`src/rtl/inst_encode_loader_if.sv`:
```
// Instruction-field stream in, IMEM write port out; the loader sits on the slave side.
// The bench or boot harness drives the fields through the master side.
interface inst_encode_loader_if #(
    parameter int ADDR_W = 10
);
    logic              in_valid;
    logic              in_ready;
    logic [3:0]        in_fmt;
    logic [2:0]        in_funct3;
    logic [6:0]        in_funct7;
    logic [4:0]        in_rd;
    logic [4:0]        in_rs1;
    logic [4:0]        in_rs2;
    logic [31:0]       in_imm;
    logic              imem_we;
    logic [ADDR_W-1:0] imem_addr;
    logic [31:0]       imem_wdata;

    modport master (
        output in_valid, in_fmt, in_funct3, in_funct7, in_rd, in_rs1, in_rs2, in_imm,
        input  in_ready, imem_we, imem_addr, imem_wdata
    );

    modport slave (
        input  in_valid, in_fmt, in_funct3, in_funct7, in_rd, in_rs1, in_rs2, in_imm,
        output in_ready, imem_we, imem_addr, imem_wdata
    );
endinterface

```
`src/rtl/inst_encode_loader.sv`:
```
// Packs decoded RV64I fields into 32-bit words and writes them to consecutive IMEM words.
// Write lands one cycle after accept; in_ready drops when full or finishing. IMM_RANGE_CHECK_EN rejects unfit immediates.
module inst_encode_loader #(
    parameter int ADDR_W    = 10,
    parameter int BASE_ADDR = 0,
    parameter int DEPTH     = 1024
) (
    input  logic                 clk,
    input  logic                 rst,
    input  logic                 start,
    input  logic                 finish,
    inst_encode_loader_if.slave  bus,
    output logic [ADDR_W:0]      count,
    output logic                 busy,
    output logic                 done,
    output logic                 err
);
    localparam logic [ADDR_W-1:0] BASE_C  = ADDR_W'(BASE_ADDR);
    localparam logic [ADDR_W:0]   DEPTH_C = (ADDR_W+1)'(DEPTH);
    localparam logic [ADDR_W-1:0] PTR_ONE = 1;
    localparam logic [ADDR_W:0]   CNT_ONE = 1;

    typedef enum logic [1:0] {S_IDLE, S_RUN, S_DRAIN, S_DONE} state_t;

    state_t            state_q, state_d;
    logic [ADDR_W-1:0] ptr_q, ptr_d;
    logic [ADDR_W-1:0] wr_addr_q, wr_addr_d;
    logic [ADDR_W:0]   count_q, count_d;
    logic              wr_vld_q, wr_vld_d;
    logic [31:0]       wr_dat_q, wr_dat_d;
    logic              err_q, err_d;

    logic [31:0] imm;
    logic [6:0]  opc;
    logic [31:0] word;
    logic        fmt_legal;
    logic        imm_ok;
    logic        accept;

    assign imm = bus.in_imm;

    always_comb begin
        opc       = 7'b0000000;
        fmt_legal = 1'b1;
        word      = 32'd0;
        imm_ok    = 1'b1;
        case (bus.in_fmt)
            4'd0:    opc = 7'b0000011;
            4'd1:    opc = 7'b0010011;
            4'd2:    opc = 7'b0011011;
            4'd3:    opc = 7'b1100111;
            4'd4:    opc = 7'b0100011;
            4'd5:    opc = 7'b0110011;
            4'd6:    opc = 7'b0111011;
            4'd7:    opc = 7'b1100011;
            4'd8:    opc = 7'b1101111;
            4'd9:    opc = 7'b0010111;
            4'd10:   opc = 7'b0110111;
            default: fmt_legal = 1'b0;
        endcase
        case (bus.in_fmt)
            4'd5, 4'd6:
                word = {bus.in_funct7, bus.in_rs2, bus.in_rs1, bus.in_funct3, bus.in_rd, opc};
            4'd0, 4'd1, 4'd2:
                word = {imm[11:0], bus.in_rs1, bus.in_funct3, bus.in_rd, opc};
            4'd3:
                word = {imm[11:0], bus.in_rs1, 3'b000, bus.in_rd, opc};
            4'd4:
                word = {imm[11:5], bus.in_rs2, bus.in_rs1, bus.in_funct3, imm[4:0], opc};
            4'd7:
                word = {imm[12], imm[10:5], bus.in_rs2, bus.in_rs1, bus.in_funct3,
                        imm[4:1], imm[11], opc};
            4'd8:
                word = {imm[20], imm[10:1], imm[11], imm[19:12], bus.in_rd, opc};
            4'd9, 4'd10:
                word = {imm[31:12], bus.in_rd, opc};
            default:
                word = 32'd0;
        endcase
`ifdef IMM_RANGE_CHECK_EN
        // Each check asks whether the immediate is the sign extension of its encodable bits.
        case (bus.in_fmt)
            4'd0, 4'd1, 4'd2, 4'd3, 4'd4: imm_ok = (imm[31:11] == {21{imm[11]}});
            4'd7:                         imm_ok = (imm[31:12] == {20{imm[12]}}) && !imm[0];
            4'd8:                         imm_ok = (imm[31:20] == {12{imm[20]}}) && !imm[0];
            4'd9, 4'd10:                  imm_ok = (imm[11:0] == 12'd0);
            default:                      imm_ok = 1'b1;
        endcase
`endif
    end

    assign bus.in_ready = (state_q == S_RUN) && (count_q < DEPTH_C) && !finish;
    assign accept       = bus.in_valid && bus.in_ready;

    always_ff @(posedge clk) begin
        if (rst) begin
            state_q   <= S_IDLE;
            ptr_q     <= BASE_C;
            wr_addr_q <= '0;
            count_q   <= '0;
            wr_vld_q  <= 1'b0;
            wr_dat_q  <= 32'd0;
            err_q     <= 1'b0;
        end else begin
            state_q   <= state_d;
            ptr_q     <= ptr_d;
            wr_addr_q <= wr_addr_d;
            count_q   <= count_d;
            wr_vld_q  <= wr_vld_d;
            wr_dat_q  <= wr_dat_d;
            err_q     <= err_d;
        end
    end

    always_comb begin
        state_d   = state_q;
        ptr_d     = ptr_q;
        count_d   = count_q;
        err_d     = err_q;
        wr_vld_d  = 1'b0;
        wr_dat_d  = wr_dat_q;
        wr_addr_d = wr_addr_q;

        // A restart rewinds the session; the in-flight write keeps its own latched address.
        if (start) begin
            ptr_d   = BASE_C;
            count_d = '0;
            err_d   = 1'b0;
        end

        case (state_q)
            S_IDLE:  if (start) state_d = S_RUN;
            S_RUN: begin
                if (start)       state_d = S_RUN;
                else if (finish) state_d = wr_vld_q ? S_DRAIN : S_DONE;
            end
            S_DRAIN: state_d = start ? S_RUN : S_DONE;
            S_DONE:  if (start) state_d = S_RUN;
            default: state_d = S_IDLE;
        endcase

        if (accept) begin
            if (fmt_legal && imm_ok) begin
                wr_vld_d  = 1'b1;
                wr_dat_d  = word;
                wr_addr_d = ptr_d;
                ptr_d     = ptr_d + PTR_ONE;
                count_d   = count_d + CNT_ONE;
            end else begin
                err_d = 1'b1;
            end
        end
    end

    // Reset is synchronous, so the strobe must be masked during the reset cycle itself.
    assign bus.imem_we    = wr_vld_q && !rst;
    assign bus.imem_addr  = wr_addr_q;
    assign bus.imem_wdata = wr_dat_q;

    assign count = count_q;
    assign busy  = (state_q == S_RUN) || (state_q == S_DRAIN);
    assign done  = (state_q == S_DONE);
    assign err   = err_q;
endmodule

```
`src/flat_wrapper.sv`:
```
// flat-port wrapper written by rule: the top's interface ports become plain ports
module inst_encode_loader_flat 
#(
    parameter int ADDR_W    = 10,
    parameter int BASE_ADDR = 0,
    parameter int DEPTH     = 1024
)
  (clk, rst, start, finish, count, busy, done, err, bus_in_valid, bus_in_fmt, bus_in_funct3, bus_in_funct7, bus_in_rd, bus_in_rs1, bus_in_rs2, bus_in_imm, bus_in_ready, bus_imem_we, bus_imem_addr, bus_imem_wdata);
  inst_encode_loader_if #(.ADDR_W(ADDR_W)) bus_i ();
  input  logic clk;
  input  logic rst;
  input  logic start;
  input  logic finish;
  output logic [ADDR_W:0] count;
  output logic busy;
  output logic done;
  output logic err;
  input wire logic [$bits(bus_i.in_valid)-1:0] bus_in_valid;
  input wire logic [$bits(bus_i.in_fmt)-1:0] bus_in_fmt;
  input wire logic [$bits(bus_i.in_funct3)-1:0] bus_in_funct3;
  input wire logic [$bits(bus_i.in_funct7)-1:0] bus_in_funct7;
  input wire logic [$bits(bus_i.in_rd)-1:0] bus_in_rd;
  input wire logic [$bits(bus_i.in_rs1)-1:0] bus_in_rs1;
  input wire logic [$bits(bus_i.in_rs2)-1:0] bus_in_rs2;
  input wire logic [$bits(bus_i.in_imm)-1:0] bus_in_imm;
  output wire logic [$bits(bus_i.in_ready)-1:0] bus_in_ready;
  output wire logic [$bits(bus_i.imem_we)-1:0] bus_imem_we;
  output wire logic [$bits(bus_i.imem_addr)-1:0] bus_imem_addr;
  output wire logic [$bits(bus_i.imem_wdata)-1:0] bus_imem_wdata;
  assign bus_i.in_valid = bus_in_valid;
  assign bus_i.in_fmt = bus_in_fmt;
  assign bus_i.in_funct3 = bus_in_funct3;
  assign bus_i.in_funct7 = bus_in_funct7;
  assign bus_i.in_rd = bus_in_rd;
  assign bus_i.in_rs1 = bus_in_rs1;
  assign bus_i.in_rs2 = bus_in_rs2;
  assign bus_i.in_imm = bus_in_imm;
  assign bus_in_ready = bus_i.in_ready;
  assign bus_imem_we = bus_i.imem_we;
  assign bus_imem_addr = bus_i.imem_addr;
  assign bus_imem_wdata = bus_i.imem_wdata;
  inst_encode_loader #(.ADDR_W(ADDR_W), .BASE_ADDR(BASE_ADDR), .DEPTH(DEPTH)) u_core (.clk(clk), .rst(rst), .start(start), .finish(finish), .bus(bus_i), .count(count), .busy(busy), .done(done), .err(err));
endmodule
```
`config.mk`:
```
export PLATFORM = sky130hd
export DESIGN_NAME = inst_encode_loader_flat
export DESIGN_NICKNAME = d
export VERILOG_FILES = /design/src/rtl/inst_encode_loader_if.sv /design/src/rtl/inst_encode_loader.sv /design/src/flat_wrapper.sv
export SDC_FILE = /design/constraint.sdc
export NUM_CORES = 1
export LEC_CHECK = 0
export ABC_CLOCK_PERIOD_IN_PS = 2000
export BUFFER_PORTS_ARGS = -buffer_cell sky130_fd_sc_hd__buf_4
export CORE_ASPECT_RATIO = 1.1
export CORE_MARGIN = 10
export CORE_UTILIZATION = 39
export CTS_BUF_LIST = sky130_fd_sc_hd__clkbuf_16
export CTS_CLUSTER_SIZE = 25
export DETAILED_ROUTE_END_ITERATION = 7
export PLACE_DENSITY = 0.72
export REMOVE_ABC_BUFFERS = 1
export SLEW_MARGIN = 10
export SYNTH_ARGS = -nofsm -noshare
export SYNTH_HDL_FRONTEND = slang
export SYNTH_SLANG_ARGS = --single-unit
export TNS_END_PERCENT = 10
```
`constraint.sdc`:
```
create_clock -name clk -period 2 [get_ports clk]
set_input_delay 0.3 -clock clk [delete_from_list [all_inputs] [get_ports clk]]
set_output_delay 0.3 -clock clk [all_outputs]
set_load 0.02 [all_outputs]
```
* After elaboration in Yosys (flattened, before gate mapping)
Index checks and enable logic that the tools add are counted. W data, S select, Z words.
Storage, ports and cells: word-level logic and storage cells 62, input bits 66, output and inout bits 58, register bits 67
Operators by class: order comparisons 1, reduce and logical (&&, ||, !) cells 17, bitwise gates (word level) 1, $add $sub $neg 2, mux-type cells 19, equality and inequality tests 15
Operator list (count):
- $pmux W32 S7 | 1
- $pmux W7 S11 | 1
- $mux W11 | 3
- $mux W10 | 3
- $eq A4 B3 Y1 const B | 4
- $eq A4 B4 Y1 const B | 3
- $add A11 B1 Y11 const B | 1
- $lt A11 B11 Y1 const B | 1
- $reduce_or A11 Y1 | 1
- $add A10 B1 Y10 const B | 1
- $eq A4 B2 Y1 const B | 2
- $mux W2 | 4
- $reduce_or A2 Y1 | 4
- $mux W1 | 6
- $pmux W2 S3 | 1
- $eq A2 B2 Y1 const B | 2
- $eq A4 B1 Y1 const B | 1
- $logic_and A1 B1 Y1 | 4
- $logic_not A4 Y1 | 1
- $reduce_and A2 Y1 | 2
- $ne A3 B3 Y1 const B | 1
- $reduce_or A3 Y1 | 1
- $eq A2 B1 Y1 const B | 1
- $logic_not A1 Y1 | 2
- other kinds (4) | 4

* Longest topological paths before layout
word-level depth 6, gate-level depth with buffers 9, depth with buffers taken out 7

* Worst setup path after synthesis
Ideal clock, no wire load.
path type input -> register, start point input start, end point register u_core.count_q[6], in the netlist u_core.count[6], library setup time 116 ps, data arrival time 1917 ps, cell stages on the path 8, path slack -33 ps, required time 1884 ps, path buffers 2, path through clkbuf_1 clkbuf_1 nor2_1 ha_1 nand4b_1 a211oi_1 a2111oi_0 a41o_1
Between the ends: longest elaborated chain between the ends 4
RTL lines:
- start, declared | line flat_wrapper.sv:12 | input logic start;
- $mux W11 (*) | line inst_encode_loader.sv:125 | if (start) begin
- $add A11 B1 Y11 | line inst_encode_loader.sv:148 | count_d = count_d + CNT_ONE;
- $mux W11 | line inst_encode_loader.sv:143 | if (fmt_legal && imm_ok) begin
- $mux W11 (*) | line inst_encode_loader.sv:142 | if (accept) begin
- end signal, assigned | line inst_encode_loader.sv:108 | count_q <= count_d;
- end, declared | line inst_encode_loader.sv:28 | logic [ADDR_W:0] count_q, count_d;
Mark *: on every way between the ends. The rest lies on a longest branch, timed or not. A chain may end at the register's enable or synchronous reset.

* Worst setup path in the final report
start point register u_core.state_q[1], end point register u_core.ptr_q[5]
Between the ends: longest elaborated chain between the ends 5
RTL lines:
- start, declared | line inst_encode_loader.sv:25 | state_t state_q, state_d;
- start signal, assigned | line inst_encode_loader.sv:105 | state_q <= state_d;
- $eq A2 B1 Y1 | line inst_encode_loader.sv:92 | assign bus.in_ready = (state_q == S_RUN) && (count_q < DEPTH_C) && !finish;
- $logic_and A1 B1 Y1 (2 in a row) | line inst_encode_loader.sv:92
- $logic_and A1 B1 Y1 | line inst_encode_loader.sv:93 | assign accept = bus.in_valid && bus.in_ready;
- $mux W10 | line inst_encode_loader.sv:142
- end signal, assigned | line inst_encode_loader.sv:106 | ptr_q <= ptr_d;
- end, declared | line inst_encode_loader.sv:26 | logic [ADDR_W-1:0] ptr_q, ptr_d;
Every way passes these cells.

==> impl_table.tex <==
\begin{tabular}{lr}
\hline
Metric & Value \\
\hline
\multicolumn{2}{l}{\textbf{Status}} \\
Run status & finished, final reports clean \\
\multicolumn{2}{l}{\textbf{Worst setup path}} \\
Critical Path End Type & register \\
Source of the worst register-to-register timing path & u\_core.state\_q[1]\$\_SDFFE\_PP0P\_ \\
R2r endpoint & u\_core.ptr\_q[5]\$\_SDFF\_PP0\_ \\
Maximum fanout encountered on the critical timing path & 7 \\
Worst Path Required & 2.26 ns \\
Library cell contributing the largest single delay on the critical path & sky130\_fd\_sc\_hd\_\_or3\_1 \\
Number of cells on the worst reg-to-reg path & 7 \\
Setup slack, reg-to-reg & 0.11 ns \\
Gate family responsible for the most delay along the worst path & simple AND/OR/NAND/NOR gates \\
Type of the worst setup path & reg2reg \\
CP cell instances & inv\_1, ha\_2, nand4bb\_4, buf\_6, a2111o\_1, or3\_1, a21oi\_1 \\
Maximum single-stage delay on the critical path & 0.38 ns \\
Kind of launch point of the worst setup path & register \\
Number of buffer and inverter stages on the critical path & 2 \\
Worst Path Arrival & 2.15 ns \\
\multicolumn{2}{l}{\textbf{STA}} \\
Post-route clock period utilization & 0.946 \\
Final setup violating endpoints & 0 \\
Max-slew violation total from the final report & 0 \\
Post-route clock skew & 0.00306 ns \\
Setup total negative slack & 0 ns \\
PnR worst setup slack & 0.109 ns \\
Slew of the pin with the lowest slew margin & 0.856 ns \\
Unrepaired setup endpoints after global routing & false \\
Final hold viol count & 0 \\
Tmin final & 1.89 ns \\
Headroom to the max-slew limit & 0.425 \\
Achievable frequency & 529 MHz \\
\multicolumn{2}{l}{\textbf{Synth}} \\
Post-Synthesis Mean Instance Area & 8.33 um2 \\
Yosys synthesis warning count & 0 \\
Leading cell types by total area after synthesis & sky130\_fd\_sc\_hd\_\_dfxtp\_1, sky130\_fd\_sc\_hd\_\_nor2\_1, sky130\_fd\_sc\_hd\_\_a21oi\_1 \\
Synth Register Bits & 66 \\
Sequential element share of the synthesized area & 0.411 \\
Most area-hungry cell type in the Yosys netlist & sky130\_fd\_sc\_hd\_\_dfxtp\_1 \\
Count of cell types in the netlist & 51 \\
Post-Synthesis Cells & 386 \\
Most instantiated flip-flop cell in the synthesis netlist & sky130\_fd\_sc\_hd\_\_dfxtp\_1 \\
Post-synthesis cell area & 3220 um2 \\
Number of synthesized flops with an enable pin & 0 \\
Ys async rst share & 0 \\
Area fraction of the dominant cell type after synthesis & 0.411 \\
\multicolumn{2}{l}{\textbf{Power and ir drop}} \\
Standby leakage power & 1.88 nW \\
Worst IR Drop VDD & 0.346 mV \\
Overall power after layout & 3.24 mW \\
Power per Cell Area & 702 nW/um2 \\
\multicolumn{2}{l}{\textbf{Layout}} \\
Multi-input gate area & 1730 um2 \\
Ant diodes & 0 \\
Share of final-layout standard cells stronger than drive strength 1 & 0.331 \\
Storage element area & 1320 um2 \\
Layout area overhead & 43.3\% \\
\# fillers & 705 \\
Final net count & 582 \\
\multicolumn{2}{l}{\textbf{Clock tree}} \\
Clock tree from TritonCTS & yes \\
Later-pin clock latency in the skew report & 0.33 ns \\
Clk pin slew, worst setup/hold paths & 0.05 ns \\
Total of hold buffers inserted after clock tree synthesis & 0 \\
Clock H-tree levels & 3 \\
Maximum clock insertion buffer count & 2 \\
Total clock buffers created by CTS & 9 \\
Library cell used as clock root buffer & sky130\_fd\_sc\_hd\_\_clkbuf\_16 \\
Clk sinks & 66 \\
\multicolumn{2}{l}{\textbf{Routing}} \\
DRC violations left & 0 \\
Via density per instance & 5.47 \\
Total number of vias & 3,402 \\
DRT Pass-1 Iters & 4 \\
Number of routed nets with antenna violations & 0 \\
Initial DRC Count & 216 \\
Post-Route WL & 10,800 um \\
WL per Instance & 17.3 um \\
\multicolumn{2}{l}{\textbf{Die}} \\
\# IOs & 124 \\
Die H & 115 um \\
Die extent in x & 107 um \\
Number of placement rows & 34 \\
Area of the core region & 7960 um2 \\
Area of the die & 12,300 um2 \\
Starting utilization of the core area & 0.404 \\
\multicolumn{2}{l}{\textbf{Global routing}} \\
Total grt overflow & 0 \\
Global-route wire length before repair & 16,900 um \\
Number of antenna violations at the first check in global routing & 0 \\
Vias in the first global route & 3,373 \\
Largest net degree at the start of global routing & 44 \\
Global-route usage over all layers & 0.169 \\
\multicolumn{2}{l}{\textbf{Worst hold path}} \\
Hold EP & u\_core.bus.imem\_wdata[8]\$\_SDFFE\_PP0P\_ \\
Hold/Removal Path Class & in2reg \\
Worst hold path stage count & 3 \\
Start point of the worst hold path & bus\_in\_rd[1] \\
\multicolumn{2}{l}{\textbf{Placement}} \\
Routability Congestion & 0.835 \\
DP HPWL & 7970 um \\
I/O Buffers & 123 \\
Pre-CTS WS & 0.0648 ns \\
\multicolumn{2}{l}{\textbf{Flow run}} \\
MaxCap Viol Count & 0 \\
\hline
\end{tabular}
[cell usage in the layout, fill, tap and decap left out, types with 9 or more instances in the layout]
master                      count
sky130_fd_sc_hd__buf_4        145
sky130_fd_sc_hd__nand2_1       31
sky130_fd_sc_hd__clkbuf_16      9
sky130_fd_sc_hd__nand3_1        9
sky130_fd_sc_hd__nor2b_1       13
sky130_fd_sc_hd__nor3_1        17
sky130_fd_sc_hd__nor2_1        46
sky130_fd_sc_hd__a221oi_1      14
sky130_fd_sc_hd__a21oi_1       29
sky130_fd_sc_hd__dfxtp_1       66
sky130_fd_sc_hd__inv_1         14
sky130_fd_sc_hd__a211oi_1      10
[metrics by stage]
step                      hold slack [ns]  std cells  instance area (um2)  utilization
after floorplan                     0.369        352                 3060            -
after global placement              0.445        607                 4320        0.544
after detailed placement            0.449        607                 4320        0.544
after CTS                           0.243        622                 4580        0.575
after global routing                0.254        622                 4610        0.579
final                               0.250        622                 4610        0.579
[synthesized netlist by cell type (all sizes together) (5+ instances only)]
cell and instances:
a211oi 12, a21oi 30, a221oi 14, a22o 8, a311oi 5, a32o 5
buf 10, clkbuf 24, dfxtp 66, ha 6, inv 13, nand2 31
nand3 9, nand4 6, nor2 46, nor2b 13, nor3 17, o21ai 8
xnor2 8
[state kept, by name (all words and copies together), names as in the netlist]
name and flops:
u_core.bus.imem_addr 10, u_core.bus.imem_wdata 31, u_core.count 11, u_core.err 1, u_core.ptr_q 10, u_core.state_q 2
u_core.wr_vld_q 1
[repair_timing]
action / CTS / global route
buffers inserted: 0 / 0
endpoints found under the setup margin: 0 / 17
gates resized for setup: 0 / 5
hold endpoints to repair: 0 / 0
[tightest hold or removal path: stages]
cell,delay (ns)
sky130_fd_sc_hd__buf_4,0.11
sky130_fd_sc_hd__nand2_1,0.04
sky130_fd_sc_hd__a311oi_1,0.07
[where the power goes]
part           leakage [nW]  internal [mW]  total, mW  switching [mW]
logic                  1.22          0.240      0.512           0.272
registers             0.534           1.35       1.37          0.0189
clock network         0.131          0.810       1.36           0.546
[metal layers]
layer / track usage / routed length [um]
met5: 0 / 0
met4: 0.0705 / 209
met3: 0.0537 / 965
met2: 0.282 / 5170
met1: 0.198 / 4440
[how the worst max path moves through the flow]
stage                                   startpoint                    endpoint  slack, ns  cells past startpoint
floorplan           u_core.state_q[0]$_SDFFE_PP0P_  u_core.count[2]$_SDFF_PP0_      -1.66                      5
global placement                             start  u_core.ptr_q[4]$_SDFF_PP0_       0.05                      7
detailed placement                           start  u_core.count[6]$_SDFF_PP0_       0.06                      7
CTS                 u_core.state_q[1]$_SDFFE_PP0P_  u_core.ptr_q[7]$_SDFF_PP0_       0.06                      7
global route        u_core.state_q[1]$_SDFFE_PP0P_  u_core.ptr_q[7]$_SDFF_PP0_      0.007                      7
finish              u_core.state_q[1]$_SDFFE_PP0P_  u_core.ptr_q[5]$_SDFF_PP0_       0.11                      7
[logic make-up after synthesis]
family,after synthesis,share of synthesized area
xor gates and xnor gates,10,0.0272
adders and majority gates,6,0.0233
muxes,4,0.0125
buffers and inverters,47,0.0630
and+or+nand+nor,146,0.222
DFF,66,0.411
AOI/OAI and AO/OA,107,0.241
[final cells by class]
type,instances,share of cell area
Clock buffer,9,0.0489
Multi-Input combinational cell,273,0.376
Inverter,13,0.0106
Timing Repair Buffer,147,0.243
Tap cell,108,0.0293
Clock inverter,6,0.00570
Sequential cell,66,0.287
Note: power is estimated with default switching activity, not from simulation.
